--- src/rtl/hilo_mult_sequencer.sv ---
// Shift-add multiplier that owns the HI/LO pair and stalls HI/LO readers and new issues until the product lands.
// Optional: define MULT_SKIP_ZERO_EN to short-cut multiplies with a zero operand.
//
//  state  | meaning
//  -------+------------------------------------------------------------
//  S_IDLE | waiting for MULT/MULTU; no stall
//  S_BUSY | one radix-2 step per cycle; leaves once cnt reaches WIDTH
//  S_FIX  | apply sign to the product, write hi/lo, pulse done
module hilo_mult_sequencer #(
    parameter int WIDTH = 32,
    parameter int CNT_W = 6
) (
    input  logic             clk,
    input  logic             rst,
    input  logic             enhilo_EX,
    input  logic             signed_EX,
    input  logic [WIDTH-1:0] a_EX,
    input  logic [WIDTH-1:0] b_EX,
    input  logic [1:0]       regsel_EX,
    output logic             stall_FETCH,
    output logic             busy,
    output logic             done,
    output logic [WIDTH-1:0] hi,
    output logic [WIDTH-1:0] lo
);

    typedef enum logic [1:0] {S_IDLE, S_BUSY, S_FIX} state_t;

    localparam logic [WIDTH-1:0]   ONE_W   = WIDTH'(1);
    localparam logic [2*WIDTH-1:0] ONE_2W  = (2*WIDTH)'(1);
    localparam logic [CNT_W-1:0]   CNT_ONE = CNT_W'(1);
    localparam logic [CNT_W-1:0]   CNT_END = CNT_W'(WIDTH);

    state_t             state_q, state_d;
    logic [CNT_W-1:0]   cnt_q, cnt_d;
    logic [WIDTH-1:0]   acc_q, acc_d;
    logic [WIDTH-1:0]   mplier_q, mplier_d;
    logic [WIDTH-1:0]   mcand_q, mcand_d;
    logic               neg_q, neg_d;
    logic [WIDTH-1:0]   hi_q, hi_d;
    logic [WIDTH-1:0]   lo_q, lo_d;
    logic               done_q, done_d;

    logic [WIDTH-1:0]   a_mag, b_mag;
    logic [WIDTH:0]     sum;
    logic [2*WIDTH-1:0] prod_raw, prod_fix;

    // Magnitude of the most negative value wraps to itself, which is the correct unsigned magnitude.
    assign a_mag    = (signed_EX && a_EX[WIDTH-1]) ? (~a_EX + ONE_W) : a_EX;
    assign b_mag    = (signed_EX && b_EX[WIDTH-1]) ? (~b_EX + ONE_W) : b_EX;
    assign sum      = {1'b0, acc_q} + (mplier_q[0] ? {1'b0, mcand_q} : '0);
    assign prod_raw = {acc_q, mplier_q};
    assign prod_fix = neg_q ? (~prod_raw + ONE_2W) : prod_raw;

    always_ff @(posedge clk or posedge rst) begin
        if (rst) begin
            state_q  <= S_IDLE;
            cnt_q    <= '0;
            acc_q    <= '0;
            mplier_q <= '0;
            mcand_q  <= '0;
            neg_q    <= 1'b0;
            hi_q     <= '0;
            lo_q     <= '0;
            done_q   <= 1'b0;
        end else begin
            state_q  <= state_d;
            cnt_q    <= cnt_d;
            acc_q    <= acc_d;
            mplier_q <= mplier_d;
            mcand_q  <= mcand_d;
            neg_q    <= neg_d;
            hi_q     <= hi_d;
            lo_q     <= lo_d;
            done_q   <= done_d;
        end
    end

    always_comb begin
        state_d  = state_q;
        cnt_d    = cnt_q;
        acc_d    = acc_q;
        mplier_d = mplier_q;
        mcand_d  = mcand_q;
        neg_d    = neg_q;
        hi_d     = hi_q;
        lo_d     = lo_q;
        done_d   = 1'b0;

        case (state_q)
            S_IDLE: begin
                if (enhilo_EX) begin
                    mcand_d  = a_mag;
                    mplier_d = b_mag;
                    neg_d    = signed_EX & (a_EX[WIDTH-1] ^ b_EX[WIDTH-1]);
                    acc_d    = '0;
                    cnt_d    = '0;
                    state_d  = S_BUSY;
`ifdef MULT_SKIP_ZERO_EN
                    // Zero operand: product is known, only the terminal-count cycle and FIX remain.
                    if ((a_EX == '0) || (b_EX == '0)) begin
                        mcand_d  = '0;
                        mplier_d = '0;
                        neg_d    = 1'b0;
                        cnt_d    = CNT_END;
                    end
`endif
                end
            end
            S_BUSY: begin
                if (cnt_q == CNT_END) begin
                    state_d = S_FIX;
                end else begin
                    acc_d    = sum[WIDTH:1];
                    mplier_d = {sum[0], mplier_q[WIDTH-1:1]};
                    cnt_d    = cnt_q + CNT_ONE;
                end
            end
            S_FIX: begin
                hi_d    = prod_fix[2*WIDTH-1:WIDTH];
                lo_d    = prod_fix[WIDTH-1:0];
                done_d  = 1'b1;
                state_d = S_IDLE;
            end
            default: state_d = S_IDLE;
        endcase
    end

    assign busy        = (state_q != S_IDLE);
    assign stall_FETCH = busy & (enhilo_EX | (regsel_EX == 2'd1) | (regsel_EX == 2'd2));
    assign done        = done_q;
    assign hi          = hi_q;
    assign lo          = lo_q;

endmodule
--- config.mk ---
export PLATFORM = sky130hd
export DESIGN_NAME = hilo_mult_sequencer
export DESIGN_NICKNAME = d
export VERILOG_FILES = /design/src/rtl/hilo_mult_sequencer.sv
export SDC_FILE = /design/constraint.sdc
export NUM_CORES = 1
export LEC_CHECK = 0
export CAP_MARGIN = 20
export CORE_MARGIN = 4
export CORE_UTILIZATION = 55
export CTS_CLUSTER_SIZE = 12
export DETAILED_ROUTE_END_ITERATION = 8
export DONT_BUFFER_PORTS = 1
export PLACE_DENSITY = 0.7
export SKIP_LAST_GASP = 1
export SLEW_MARGIN = 20
export SYNTH_ARGS = -nofsm -noshare
export SYNTH_HDL_FRONTEND = slang
export SYNTH_SLANG_ARGS = --single-unit
--- constraint.sdc ---
create_clock -name clk -period 6.65 [get_ports clk]
set_clock_uncertainty 0.2 [all_clocks]
set_input_delay 0.9975 -clock clk [delete_from_list [all_inputs] [get_ports clk]]
set_output_delay 0.9975 -clock clk [all_outputs]
set_load 0.05 [all_outputs]
# [Yosys cells after proc, flatten, opt, wreduce, memory -nomap -nowiden]
# Cells that the tools add are included.
[totals] word_cells=55 inputBits=70 ff_bits=170 out_inout_bits=67
[classes] add_sub_neg=5 n_mux=17 reduce_logical=8 n_eq_ne=8 n_bitwise=8
[ops] op="32-bit two-way mux" count=7
[ops] op="32-bit one-hot mux with 2 select lines" count=2
[ops] op="32-bit by 1-bit adder with 32-bit output, second input constant" count=2
[ops] op="64-bit by 1-bit adder with 64-bit output, second input constant" count=1
[ops] op="64-bit two-way mux" count=1
[ops] op="32-bit NOT" count=2
[ops] op="64-bit NOT" count=1
[ops] op="32-bit by 32-bit adder with 33-bit output" count=1
[ops] op="6-bit two-way mux" count=2
[ops] op="6-bit one-hot mux with 2 select lines" count=1
[ops] op="6-bit by 1-bit adder with 6-bit output, second input constant" count=1
[ops] op="6-bit equality test, second input constant" count=1
[ops] op="2-bit != test, second input constant" count=3
[ops] op="2-bit by 1-bit equality test with 1-bit output, second input constant" count=2
[ops] op="2-bit equality test, second input constant" count=2
[ops] op="2-bit two-way mux" count=2
[ops] op="2-bit one-hot mux with 2 select lines" count=1
[ops] op="2-bit AND reduction" count=2
[ops] op="2-bit nonzero test" count=2
[ops] op="3-bit AND reduction" count=1
[ops] op="1-bit AND" count=2
[ops] op="1-bit logical AND" count=2
[ops] op="2-bit logical NOT" count=1
[ops] op="1-bit OR" count=2
[ops] op="other kinds (2)" count=2

# [Depth between registers and ports, before layout]
# Gate-level depths: netlist (run 1).
[logic_depth] word_depth=5 depth_mapped=13 mapped_depth_nobuf=12

# [Worst setup path after synthesis (run 1)]
# No wires, ideal clock.
[synth_timing] path_type="flip-flop to flip-flop" from="reg mplier_q[0]" to="reg acc_q[27]" arrival_ns=2.922 period_less_slack_ns=3.268 path_buffers=1 path_stages_with_launch=14 t_required_ns=6.304 setup_slack_ns=3.382 setup_ns=0.146 path_cell_list="dfrtp_1 clkbuf_1 and2_1 ha_1 inv_1 fa_1 nor2b_1 o2111ai_1 a21boi_0 a211oi_1 o21a_1 o31ai_1 mux2i_1 o311ai_0"
[synth_between] elab_chain_cells=4
[synth_lines] item="from (decl)" line="37" rtl="logic [WIDTH-1:0] mplier_q, mplier_d;"
[synth_lines] item="from (signal assigned)" line="70" rtl="mplier_q <= mplier_d;"
[synth_lines] item="32-bit two-way mux" line="51" rtl="assign sum = {1'b0, acc_q} + (mplier_q[0] ? {1'b0, mcand_q} : '0);"
[synth_lines] item="32-bit by 32-bit adder with 33-bit output" line="51"
[synth_lines] item="32-bit two-way mux" line="111" rtl="if (cnt_q == CNT_END) begin"
[synth_lines] item="32-bit one-hot mux with 2 select lines" line="90" rtl="case (state_q)"
[synth_lines] item="to (signal assigned)" line="59" rtl="acc_q <= '0;"
[synth_lines] item="to (signal assigned)" line="69" rtl="acc_q <= acc_d;"
[synth_lines] item="to (decl)" line="36" rtl="logic [WIDTH-1:0] acc_q, acc_d;"
# No other way between the ends. The select of a mux whose other input is x is not followed.
# A chain may end at the register's enable or synchronous reset.

# [Worst setup path after layout (run 1)]
# Ends and elaborated chain as after synthesis.

==> impl_metrics.ini, run 1 <==
[clock_tree]
ctsResizeCount = 0
cts_buffers = 17
clock_path_buffers = 2
clk_pin_slew_ns = 0.06
cts_sinks = 170
cts-root-buf = clkbuf_16
cts_setup_buffers = 0
cts_tree = yes
cts_hold_buffers = 0
cts_max_level = 4
clk_latency_ns = 0.43

[sta]
min_period_over_period = 0.604
fmax_mhz = 249
fin_crit_ns = 4.02
tns_ns = 0
hold_ws_ns = 0.277
drv_slew = 0
tightest_slew_ns = 1.06
rsz0062_at_grt = no
worst_slack_ns = 2.63
hold_viol_final = 0
slew_headroom = 0.295
setup_viol = 0

[worst_setup_path]
reg2reg_slack_ns = 2.63
required_ns = 6.74
arrival_ns = 4.10
worstSetupStartpointType = flop
crit_type = flop to flop
rr_endpoint = acc_q[27]
end_kind = flop
worstPathMaxFanout = 35
worstReg2RegStart = mplier_q[0]
reg2regPathDepth = 12

[detailed_routing]
drt-total-wl_um = 26800
wl_per_cell_um = 17.7
dr_total_vias = 8920
via_per_inst = 5.90
ant_nets = 0
drt_iter0_drc = 764
dr.pass1.iters = 8
post-route-drc-count = 0

[logic_synthesis]
syn_avg_cell_area_um2 = 8.44
synth_seq_cells = 170
synthTopCellsByArea = dfrtp_1 39%, o21ai_0 9.1%, xor2_1 7.7%
synth_top_area_share = 0.393
synth_xor_area_frac = 0.120
ys_warn_count = 0
synth_fp_nets = 1391
synth_seq_area_share = 0.393
ys.flop_type = dfrtp_1
synth_simple_gate_area_frac = 0.195
synth-compound-area-share = 0.207
syn_area_um2 = 10800
synth_fa_ha_area_frac = 0.0446
synth-edff-count = 0
synthMuxAreaShare = 0.00555
synthCells = 1283
synth_top_family_by_area = compound AO/OA/AOI/OAI gates
ys_types = 59
async_flop_share = 1.00
yosysTopAreaCell = dfrtp_1

[power]
power_frac_seq = 0.433
p_per_area_nw_per_um2 = 508
p_sw_mw = 2.87
internal_power_mw = 2.97
p_sw_frac = 0.491
clkPwrFrac = 0.165
p_comb_frac = 0.401
leakage_nw = 4.68
ir_drop_mv = 0.215
p_total_mw = 5.84

[place]
placed_area_um2 = 10900
io_buffers = 0
pre_cts_ws_ns = 2.61
placed_cells = 1481
gp_congestion = 0.899
place_hpwl_um = 19900

[floorplan]
start_util = 0.558
die_area_um2 = 22000
die_h_um = 148
core_um2 = 19400
fp.dieW_um = 148
fp-row-count = 51
io_pins = 137

[final_layout]
n_antenna_cell = 0
fin_area_um2 = 11500
fin_cells = 1513
area_growth_pct = 6.23
final_util = 0.593
drive_above_1_share = 0.0465
fin_nets = 1343
regArea_um2 = 4260
nFillCells = 1777
multi_input_area_um2 = 6210

[worst_hold_path]
min_to = mcand_q[22]
whs_path_depth = 2
hp-class = flop to flop
hp-start = mcand_q[22]

[flow_run]
cap_violations = 0

[global_route]
grt_pass1_vias = 8425
grt-ovfl-total = 0
grt.met2_usage = 0.351
antenna_found_initial = 0
grt_pass1_wl_um = 44500
use_met1 = 0.396
grt_use_met3 = 0.0539
grt_max_degree = 105
grt_busiest_layer = met1
grt_usage = 0.249

[run_status]
outcome = complete, no violations
## final cells by class
| class | instances | area share |
|---|---|---|
| sequential | 170 | 0.370 |
| clock buffer | 18 | 0.0373 |
| clock inverter | 14 | 0.0119 |
| inverter | 27 | 0.00925 |
| timing repair buffer | 5 | 0.00326 |
| multi-input combinational | 1014 | 0.540 |
| tap | 265 | 0.0288 |
## power by group through the flow
stage	combinational (mW)	sequential [mW]	clock, mW
finish	2.34	2.53	0.966
global route	2.68	2.60	1.02
CTS	2.33	2.51	0.985
detailed placement	2.32	2.53	0
global placement	2.29	2.52	0
floorplan	1.95	2.25	0
## per-layer routing
metal	part of all wire	routed length (µm)
met5	0	0
met4	0.0094	252
met3	0.079	2110
met2	0.41	11100
met1	0.50	13400
## worst max path at each step
stage	startpoint	to	slack [ns]
after floorplan	rst	acc_q[0]	0.85
after global placement	mplier_q[0]	acc_q[27]	2.70
after detailed placement	mplier_q[0]	acc_q[27]	2.61
after CTS	mplier_q[0]	acc_q[27]	2.59
after global routing	mplier_q[0]	acc_q[27]	2.28
final	mplier_q[0]	acc_q[27]	2.63
## placed cells by master (no fill, tap or decap), drive strengths merged, types with 16 or more instances in the layout
| cell type | netlist | final |
|---|---|---|
| nor3 | 24 | 24 |
| dfrtp | 170 | 170 |
| inv | 27 | 32 |
| o41ai | 16 | 16 |
| xor2 | 95 | 95 |
| clkbuf | 64 | 18 |
| and2 | 36 | 36 |
| nand4 | 16 | 16 |
| nor4 | 16 | 16 |
| a21oi | 57 | 57 |
| nand2 | 174 | 174 |
| o21ai | 198 | 198 |
| xnor2 | 53 | 53 |
| a22oi | 20 | 20 |
| nand3 | 41 | 41 |
| o31ai | 31 | 31 |
| nor2 | 82 | 82 |
| ha | 37 | 37 |
## registers in the layout (all words and copies together) (netlist names)
signal    flops
hi           32
acc_q        32
done          1
lo           32
mplier_q     32
neg_q         1
cnt_q         6
mcand_q      32
state_q       2
## cell families after synthesis
kind of cell	count (synthesis)
AOI/OAI and AO/OA	379
DFF	170
muxes	6
and+or+nand+nor	443
buffers and inverters	99
adders and majority gates	38
xor gates and xnor gates	148
## cells in the mapped netlist, drive strengths merged, types with 6 or more instances
library cell    n
o21ai         198
nand2         174
dfrtp         170
xor2           95
nor2           82
clkbuf         64
a21oi          57
xnor2          53
nand3          41
ha             37
and2           36
o31ai          31
inv            27
nor3           24
a22oi          20
nand4          16
nor4           16
o41ai          16
a31oi          14
or3            14
or4            12
a21o           10
buf             8
nand2b          8
a211oi          6
mux2i           6
nor2b           6
## worst max-delay path, stage by stage, from the launching register on
cell	delay [ns]
dfrtp_1	0.94
and2_1	0.23
ha_1	0.16
inv_1	0.06
fa_1	0.39
nor2b_1	0.17
o2111ai_1	0.14
a21boi_0	0.35
a211oi_1	0.23
o21a_1	0.27
o31ai_1	0.39
mux2i_1	0.22
o311ai_0	0.12
Note: power is estimated with default switching activity, not from simulation.
==> run 2: changes to the inputs <==
Settings changed: PLACE_DENSITY 0.7 to 0.73.
Clock period 6.65 ns to 3.5 ns, I/O delays scaled along.
==> impl_metrics.ini, run 2 (same netlist as run 1, synthesis figures left out) <==
[power]
p_per_area_nw_per_um2 = 964
leakage_nw = 4.80
ir_drop_mv = 0.454

[clock_tree]
cts_sinks = 170
cts-root-buf = clkbuf_16
cts_buffers = 17
cts_max_level = 4
clock_path_buffers = 2
clk_pin_slew_ns = 0.07
clk_latency_ns = 0.44
cts_tree = yes

[final_layout]
fin_nets = 1365
n_antenna_cell = 0
fin_area_um2 = 11700
final_util = 0.604
layout_common_cells = 196 x o21ai_0, 173 x nand2_1, 169 x dfrtp_1
drive_above_1_share = 0.0638
area_growth_pct = 8.25
layout_commonest_cell = o21ai_0

[floorplan]
fp-row-count = 51
start_util = 0.558
die_h_um = 148
io_pins = 137
core_um2 = 19400
die_area_um2 = 22000
fp.dieW_um = 148

[detailed_routing]
drt-total-wl_um = 27600
dr.pass1.iters = 5
ant_nets = 0
post-route-drc-count = 0
via_per_inst = 5.95
dr_total_vias = 9134
wl_per_cell_um = 18.0
drt_iter0_drc = 818

[worst_setup_path]
cp_num_buf_inv = 1
end_kind = flop
arrival_ns = 3.37
cp.depth = 12
path_cells = and2_1, ha_1, inv_1, fa_1, nor2b_1, o2111ai_1, a21boi_1, a211oi_2, o21a_1, o31ai_1, mux2i_1, o311ai_0
reg2regPathDepth = 12
worstSetupStartpointType = flop
worstPathMaxFanout = 7
path_delay_family = compound AO/OA/AOI/OAI gates
slowest_stage = dfrtp_1
cp_slowest_stage_delay_ns = 0.43
crit_type = flop to flop
required_ns = 3.60

[sta]
worst_slack_ns = 0.226
tightest_slew_ns = 1.05
min_period_over_period = 0.935
fmax_mhz = 305
tns_ns = 0
fin_crit_ns = 3.27
hold_ws_ns = 0.0121
drv_slew = 0
slew_headroom = 0.302
setup_viol = 0
hold_viol_final = 0
rsz0062_at_grt = no

[run_status]
outcome = complete, no violations

[global_route]
grt_max_degree = 117
grt_usage = 0.251
grt_pass1_wl_um = 44800
grt_pass1_vias = 8562
antenna_found_initial = 0
grt-ovfl-total = 0

[place]
gp_congestion = 0.963
pre_cts_ws_ns = 0.182
io_buffers = 0
placed_area_um2 = 11100
place_hpwl_um = 20800

[flow_run]
cap_violations = 0

[worst_hold_path]
whs_path_depth = 2
hp-class = primary input to flop
==> run 2: changes by cell type in the layout (fill, tap and decap cells not counted), moves of 2 or more <==
cell	previous run	this run
clkinv_2	2	0
clkinv_4	4	1
buf_4	5	22
buf_12	0	3
inv_8	1	4
clkinvlp_4	2	4
clkbuf_8	0	2
dlygate4sd3_1	0	2
==> run 2: per-layer routing <==
layer  track usage  vias up  share of wire
met3        0.0515       31          0.087
met5             0        -              0
met4        0.0665        0          0.014
li1              -     4497              -
met2         0.363      330           0.43
met1         0.385     4276           0.47
==> run 2: worst reg2reg max path: cells and delay by family (launching register included) <==
kind,cells,cell delay (ns)
AO/OA/AOI/OAI,6,1.34
adder cells (fa/ha/maj),2,0.55
buffers and inverters,1,0.05
flip-flops,1,0.43
multiplexers,1,0.23
AND/OR/NAND/NOR,2,0.33
==> run 2: per-stage QoR <==
step,instances,total power [mW]
after global routing,1535,12.1
after global placement,1500,9.25
after floorplan,1283,7.98
final,1535,11.3
after detailed placement,1500,9.39
after CTS,1534,11.3
==> run 2: power breakdown <==
group	switching, mW	leakage (nW)	internal (mW)
registers	1.85	2.18	2.81
clock network	0.885	0.275	0.978
logic	2.82	2.34	1.95
==> run 2: layout make-up <==
type	count	area, µm²
Sequential cell	170	4260
Tap cell	265	332
Clock inverter	13	120
Clock buffer	19	453
Timing Repair Buffer	27	245
Fill cell	1748	7680
Inverter	27	105
Multi-Input combinational cell	1014	6210
==> run 2: path summary, 6_finish.rpt <==
path	startpoint	to	slack (ns)
max in group asynchronous	rst	acc_q[12]	1.99
min in group asynchronous	rst	lo[10]	0.37
min	signed_EX	neg_q	0.01
max reg2reg	mplier_q[0]	acc_q[27]	0.23
max	mplier_q[0]	acc_q[27]	0.23
min reg2reg	mcand_q[30]	mcand_q[30]	0.28
==> run 2: timing repair <==
| item | in CTS | in global routing |
|---|---|---|
| hold buffers | 2 | 0 |
| hold endpoints to repair | 15 | 0 |
| setup endpoints to repair | 0 | 6 |
| setup buffers | 0 | 1 |
| resized for setup | 0 | 3 |
